<file path="src/rtl/ledpanel_pkg.sv">
`default_nettype none
// ============================================================================
// Module      : ledpanel_pkg
// Description : Shared constants, state encoding and helpers for the LED
//               panel framebuffer datapath (RGB565 pixels, 64x64 panels).
// Contents    : PIXEL_W, PANEL_ADDR_W, BITS_RED/GREEN/BLUE, state_t and
//               the ST_* state constants, ptr_width() helper.
// Revision    : 1.0 - initial release
// ============================================================================
package ledpanel_pkg;

    localparam int PIXEL_W      = 16;
    localparam int PANEL_ADDR_W = 12;

    localparam int BITS_RED     = 5;
    localparam int BITS_GREEN   = 6;
    localparam int BITS_BLUE    = 5;

    // Write-arbiter state encoding.
    typedef logic [1:0] state_t;
    localparam state_t ST_IDLE      = 2'd0;
    localparam state_t ST_GRANT     = 2'd1;
    localparam state_t ST_SWAP_WAIT = 2'd2;

    // Width of a pointer that indexes n requesters; never narrower than 1.
    function automatic int ptr_width(input int n);
        return (n > 1) ? $clog2(n) : 1;
    endfunction

endpackage
`default_nettype wire

</file>
<file path="src/rtl/ledpanel_rr_pick.sv">
`default_nettype none
// ============================================================================
// Module      : ledpanel_rr_pick
// Description : Combinational round-robin picker. Selects the first set bit
//               of valid at or after index ptr, wrapping at NUM_REQ.
// Ports       : valid [NUM_REQ] request vector
//               ptr   [PTR_W]   starting index (must be < NUM_REQ)
//               grant [NUM_REQ] one-hot selection (all zero if none valid)
//               idx   [PTR_W]   index of the selected bit
//               any             at least one bit of valid is set
// Revision    : 1.0 - initial release
// ============================================================================
module ledpanel_rr_pick #(
    parameter int NUM_REQ = 2,
    parameter int PTR_W   = 1
) (
    input  logic [NUM_REQ-1:0] valid,
    input  logic [PTR_W-1:0]   ptr,
    output logic [NUM_REQ-1:0] grant,
    output logic [PTR_W-1:0]   idx,
    output logic               any
);

    // Offset k walks outward from ptr; the first valid hit wins. The modulo
    // keeps the wrap at NUM_REQ rather than at the next power of two.
    always_comb begin
        grant = '0;
        idx   = '0;
        any   = 1'b0;
        for (int k = 0; k < NUM_REQ; k++) begin
            for (int i = 0; i < NUM_REQ; i++) begin
                if (!any && valid[i] && (i == (int'(ptr) + k) % NUM_REQ)) begin
                    any      = 1'b1;
                    grant[i] = 1'b1;
                    idx      = PTR_W'(i);
                end
            end
        end
    end

endmodule
`default_nettype wire

</file>
<file path="src/rtl/ledpanel_fb_arbiter.sv">
`default_nettype none
// ============================================================================
// Module      : ledpanel_fb_arbiter
// Description : Owns the framebuffer write port. Round-robin arbitration
//               with burst locking between NUM_REQ writers; writes land in
//               the back bank; page flips are committed only on vblank.
// Ports       : ctrl_clk, ctrl_rst          clock, sync active-high reset
//               req_valid/ready/last        per-requester handshake
//               req_addr/req_wdat           packed per-requester beat data
//               swap_req, vblank            flip request / frame-end pulse
//               mem_we/mem_addr/mem_wdat    framebuffer write port
//               disp_bank, swap_done, busy  status
// Revision    : 1.0 - initial release
// ============================================================================
module ledpanel_fb_arbiter
    import ledpanel_pkg::*;
#(
    parameter int NUM_REQ   = 2,
    parameter int ADDR_BITS = PANEL_ADDR_W,
    parameter int DATA_BITS = PIXEL_W,
    parameter int BURST_MAX = 64
) (
    input  logic                           ctrl_clk,
    input  logic                           ctrl_rst,
    input  logic [NUM_REQ-1:0]             req_valid,
    output logic [NUM_REQ-1:0]             req_ready,
    input  logic [NUM_REQ*ADDR_BITS-1:0]   req_addr,
    input  logic [NUM_REQ*DATA_BITS-1:0]   req_wdat,
    input  logic [NUM_REQ-1:0]             req_last,
    input  logic                           swap_req,
    input  logic                           vblank,
    output logic                           mem_we,
    output logic [ADDR_BITS:0]             mem_addr,
    output logic [DATA_BITS-1:0]           mem_wdat,
    output logic                           disp_bank,
    output logic                           swap_done,
    output logic                           busy
);

    localparam int PTR_W = ptr_width(NUM_REQ);
    localparam int CNT_W = $clog2(BURST_MAX);
    localparam logic [CNT_W-1:0] CNT_LAST = CNT_W'(BURST_MAX - 1);
    localparam logic [PTR_W-1:0] PTR_LAST = PTR_W'(NUM_REQ - 1);

    state_t               state;
    logic [PTR_W-1:0]     rr_ptr;
    logic [PTR_W-1:0]     gnt_idx;
    logic [NUM_REQ-1:0]   gnt_oh;
    logic                 swap_pending;
    logic [CNT_W-1:0]     beat_cnt;
    logic                 flip_q;

    logic [NUM_REQ-1:0]   pick_oh;
    logic [PTR_W-1:0]     pick_idx;
    logic                 pick_any;

    logic [ADDR_BITS-1:0] sel_addr;
    logic [DATA_BITS-1:0] sel_wdat;
    logic                 sel_last;
    logic                 accept;
    logic                 release_burst;
    logic                 vblank_flip;

    ledpanel_rr_pick #(
        .NUM_REQ (NUM_REQ),
        .PTR_W   (PTR_W)
    ) u_pick (
        .valid (req_valid),
        .ptr   (rr_ptr),
        .grant (pick_oh),
        .idx   (pick_idx),
        .any   (pick_any)
    );

    // Slice of the granted requester; gnt_oh is one-hot so a plain OR-mux.
    always_comb begin
        sel_addr = '0;
        sel_wdat = '0;
        sel_last = 1'b0;
        for (int i = 0; i < NUM_REQ; i++) begin
            if (gnt_oh[i]) begin
                sel_addr = req_addr[i*ADDR_BITS +: ADDR_BITS];
                sel_wdat = req_wdat[i*DATA_BITS +: DATA_BITS];
                sel_last = req_last[i];
            end
        end
    end

    // A pending flip closes the grant at once so no beat reaches the bank
    // that is about to become visible.
    assign req_ready     = (state == ST_GRANT && !swap_pending) ? gnt_oh : '0;
    assign accept        = |(req_valid & req_ready);
    assign release_burst = accept && (sel_last || beat_cnt == CNT_LAST);
    assign vblank_flip   = (state == ST_SWAP_WAIT) && vblank;
    assign busy          = (state == ST_GRANT) || (state == ST_SWAP_WAIT);

    always_ff @(posedge ctrl_clk) begin
        if (ctrl_rst) begin
            state        <= ST_IDLE;
            rr_ptr       <= '0;
            gnt_idx      <= '0;
            gnt_oh       <= '0;
            swap_pending <= 1'b0;
            beat_cnt     <= '0;
            flip_q       <= 1'b0;
            mem_we       <= 1'b0;
            mem_addr     <= '0;
            mem_wdat     <= '0;
            disp_bank    <= 1'b0;
            swap_done    <= 1'b0;
        end else begin
            // Write path: the back bank is the complement of the bank on
            // display at the acceptance cycle.
            mem_we <= accept;
            if (accept) begin
                mem_addr <= {~disp_bank, sel_addr};
                mem_wdat <= sel_wdat;
            end

            // swap_done trails the disp_bank change by one cycle.
            flip_q    <= vblank_flip;
            swap_done <= flip_q;
            if (vblank_flip) begin
                disp_bank <= ~disp_bank;
            end

            // Clearing on the flip wins over a coincident request, and a
            // request while already pending is absorbed.
            if (vblank_flip) begin
                swap_pending <= 1'b0;
            end else if (swap_req) begin
                swap_pending <= 1'b1;
            end

            case (state)
                ST_IDLE: begin
                    if (swap_pending) begin
                        state <= ST_SWAP_WAIT;
                    end else if (pick_any) begin
                        gnt_idx <= pick_idx;
                        gnt_oh  <= pick_oh;
                        state   <= ST_GRANT;
                    end
                end
                ST_GRANT: begin
                    if (release_burst) begin
                        rr_ptr   <= (gnt_idx == PTR_LAST) ? '0 : gnt_idx + PTR_W'(1);
                        beat_cnt <= '0;
                        state    <= ST_IDLE;
                    end else if (accept) begin
                        beat_cnt <= beat_cnt + CNT_W'(1);
                    end else if (swap_pending) begin
                        // Truncated burst: rr_ptr is left alone so the
                        // interrupted writer is first in line after the flip.
                        beat_cnt <= '0;
                        state    <= ST_SWAP_WAIT;
                    end
                end
                ST_SWAP_WAIT: begin
                    if (vblank) begin
                        state <= ST_IDLE;
                    end
                end
                default: begin
                    state <= ST_IDLE;
                end
            endcase
        end
    end

endmodule
`default_nettype wire

</file>
<file path="config.mk">
export PLATFORM = sky130hd
export DESIGN_NAME = ledpanel_fb_arbiter
export DESIGN_NICKNAME = d
export VERILOG_FILES = /design/src/rtl/ledpanel_pkg.sv /design/src/rtl/ledpanel_rr_pick.sv /design/src/rtl/ledpanel_fb_arbiter.sv
export SDC_FILE = /design/constraint.sdc
export NUM_CORES = 1
export LEC_CHECK = 0
export ABC_CLOCK_PERIOD_IN_PS = 5350
export BUFFER_PORTS_ARGS = -buffer_cell sky130_fd_sc_hd__clkbuf_2
export CORE_AREA = 2 2 61 74
export CTS_BUF_LIST = sky130_fd_sc_hd__clkbuf_8
export DETAILED_ROUTE_END_ITERATION = 16
export DIE_AREA = 0 0 63 76
export HOLD_SLACK_MARGIN = 0.05
export PLACE_DENSITY = 0.84
export SYNTH_ARGS = -nofsm -noshare
export SYNTH_HDL_FRONTEND = slang
export SYNTH_SLANG_ARGS = --single-unit
</file>
<file path="constraint.sdc">
create_clock -name ctrl_clk -period 5.35 [get_ports ctrl_clk]
set_clock_uncertainty 0.1 [all_clocks]
set_input_delay 0.8025 -clock ctrl_clk [delete_from_list [all_inputs] [get_ports ctrl_clk]]
set_output_delay 0.8025 -clock ctrl_clk [all_outputs]
set_load 0.1 [all_outputs]
</file>
==> results by group <==
Run status
  • Result of the run: completed

Routing
  • Drt first-iter violations: 183
  • Detail-routed net length per standard cell: 13.51 um
  • Met2 wire length: roughly 2600 um
  • Number of search-and-repair iterations in the first detailed-routing pass: 4
  • DRC violations left: 0
  • Via total after detailed routing: ~2100
  • Uppermost routed layer: met4
  • Routed wl met3: 328 um
  • Wl on met1: just over 2000 um
  • Number of nets with antenna violations after routing: 0
  • Total routed wirelength: 5067 um
  • Routed vias/inst: approximately 5.5

STA
  • Worst setup slack after layout: between 2000 and 2500 ps
  • Setup repair after global routing missed its margin: no
  • Worst-Margin Slew: between 1000 and 1500 ps
  • Worst-case headroom to the max-slew limit: 0.2587
  • Final Hold Vio Count: 0
  • Period minus WS final: ~3100 ps
  • # setup viols final: 0
  • Fin. max-slew vios: 0
  • Setup tns final: 0 ps
  • Maximum frequency from static timing analysis: 326.1 MHz
  • Portion of the clock cycle consumed by the worst path in the final layout: 0.5733

Placed design
  • Placed inst area: 0.002476 mm2
  • Dpl ws: 2295 ps
  • HPWL after detailed placement: 3619 um
  • # port buffers: 98
  • Routability congestion estimate from global placement: 0.8305

Power and ir drop
  • Worst VDD drop: around 0.33 mV
  • Sum of internal, switching and leakage power: 1.007 mW
  • Static leakage: 1.128 nW
  • Pwr dens: 392.3 mW/mm2

Final layout
  • Multi-input combinational cell area: 972.2 um2
  • Number of diodes: 0
  • Sequential cell area: around 920 um2
  • Most frequent standard cell in the layout excluding fill and tap cells: clkbuf_2
  • Highest-count cells in the layout ignoring fill and taps: 98 x clkbuf_2, 46 x dfxtp_1, 37 x nor2_1
  • Signed area change from the synthesized netlist to the final layout: 29.46%
  • Number of nets in the finished design: around 390
  • Fillcell total: between 300 and 400
  • Share of final-layout standard cells stronger than drive strength 1: 0.3386
  • Post-layout instance area: about 0.0026 mm2

Floorplanning
  • Overall die area: around 0.0048 mm2
  • Top-Level Pins: 99
  • Row cnt: 26
  • X dimension of the die: about 63 um
  • CORE AREA: around 0.0041 mm2
  • Die height: 76 um
  • Starting Density: 0.4800

Synthesis
  • Leading cell types by total area after synthesis: dfxtp_1 46%, a221oi_1 13%, nor3_1 7.3%
  • Post-Syn Area: around 0.0020 mm2
  • Count of warnings emitted by yosys: 0
  • Seq/Total Area, Yosys: 0.4644
  • EDFF count, synth: 0
  • Synth Net Count: between 200 and 300
  • Area share of the largest cell type after synthesis: 0.4644
  • Unique masters post-synth: 34
  • Share of synthesized flip-flops with an asynchronous set or reset: 0
  • Leading area contributor after synthesis: dfxtp_1
  • Top_reg_cell synth: dfxtp_1
  • Number of synthesized register bits: 46
  • Cells after Synth: about 230
  • Per-instance average area after synthesis: 8.585 um2

Clock tree
  • Clock Path Buffers: 2
  • Worst skew pair latency: around 290 ps
  • Clock tree from TritonCTS: built
  • Num CTS Buffers: 5
  • Number of buffers added for setup after CTS: 0
  • Clock net sink count: 46
  • Clock root buffer: clkbuf_8
  • Cts repair resizes: 0
  • Number of buffers inserted by hold repair at cts: 0
  • Clock transition at the register clock pins on the worst setup and hold paths after CTS: about 80 ps
  • H-Tree Level Count: 2

Min path
  • Path category of the worst min-delay check: flip-flop to flip-flop

Critical path
  • Arr. time, crit path: ~3200 ps
  • Critical path launch point type: flip-flop
  • Critical path start-end classification: flip-flop to flip-flop
  • CP max FO: 34
  • Critical Path Sink Type: flip-flop
  • Worst Path Required: between 5000 and 6000 ps

Global route
  • Overflow after GRT: 0
  • Vias in the first global route: roughly 1900
  • Global-route wire length before repair: around 8500 um
  • Largest net degree at the start of global routing: 48
  • Number of antenna violations at the first check in global routing: 0
  • GRT Resource Usage Total: 0.2178

Flow run
  • Count of max-cap constraint violations: 0
## power by group
part           internal [mW]  switching, mW
clock                  0.102          0.109
combinational         0.0947          0.296
sequential             0.374         0.0310
## metrics by stage
step	hold slack (ps)	utilization	std cells
after floorplan	313.8	-	231
after CTS	342.9	0.6214	375
after detailed placement	324.7	0.5993	367
after global routing	379.1	0.6214	375
after global placement	319.5	0.5993	367
final	336.0	0.6214	375
## worst max-delay path: stages, from the launching register on
cell and delay [ps]:
dfxtp_1 1060, nor2b_2 460, a222oi_1 710, buf_4 280
nand4_1 120, a31oi_1 230
## final timing paths
kind                   from     endpoint  slack, ps  depth (start not counted)
setup / recovery  gnt_oh[1]  beat_cnt[3]       2280                          5
hold / removal       flip_q    swap_done        340                          1
setup reg to reg  gnt_oh[1]  beat_cnt[3]       2280                          5
hold reg to reg      flip_q    swap_done        340                          1
## cells by family after synthesis
group,synth area share
compound gates,0.2057
xor+xnor,0.004417
simple gates,0.2486
flops,0.4644
buf+inv,0.04669
mux,0.005048
fa+ha+maj,0.02524
## sequential cells by signal, summed over array words and instances (netlist names)
register      flops
mem_wdat         16
mem_addr         13
beat_cnt          6
gnt_oh            2
state             2
disp_bank         1
flip_q            1
gnt_idx           1
mem_we            1
rr_ptr            1
swap_done         1
swap_pending      1
## layout make-up
| class | instances | share of cell area |
|---|---|---|
| Multi-Input combinational cell | 163 | 0.3787 |
| Sequential cell | 46 | 0.3587 |
| Timing Repair Buffer | 100 | 0.1969 |
| Clock buffer | 6 | 0.03216 |
| Tap cell | 56 | 0.02729 |
| Clock inverter | 2 | 0.003411 |
| Inverter | 2 | 0.002924 |
## cell usage after synthesis, types with 2 or more instances
library cell and instances:
nand2_1 14, nor2b_1 5, buf_2 5, nor2_1 37, a221oi_1 30, a21oi_1 6
a31oi_1 3, nor3_1 29, nand4_1 2, nand4b_1 2, nand2b_1 4, dfxtp_1 46
inv_1 2, and2_1 3, clkbuf_1 13, a32oi_1 2, o21ai_0 4, ha_1 4
nand3_1 5
## metal layers
| layer | vias to the layer above | GRT usage |
|---|---|---|
| met1 | 962 | 0.2566 |
| met4 | 0 | 0.1000 |
| li1 | 1028 | - |
| met2 | 76 | 0.3691 |
| met3 | 14 | 0.05318 |
| met5 | - | 0 |
Note: power is estimated with default switching activity, not from simulation.
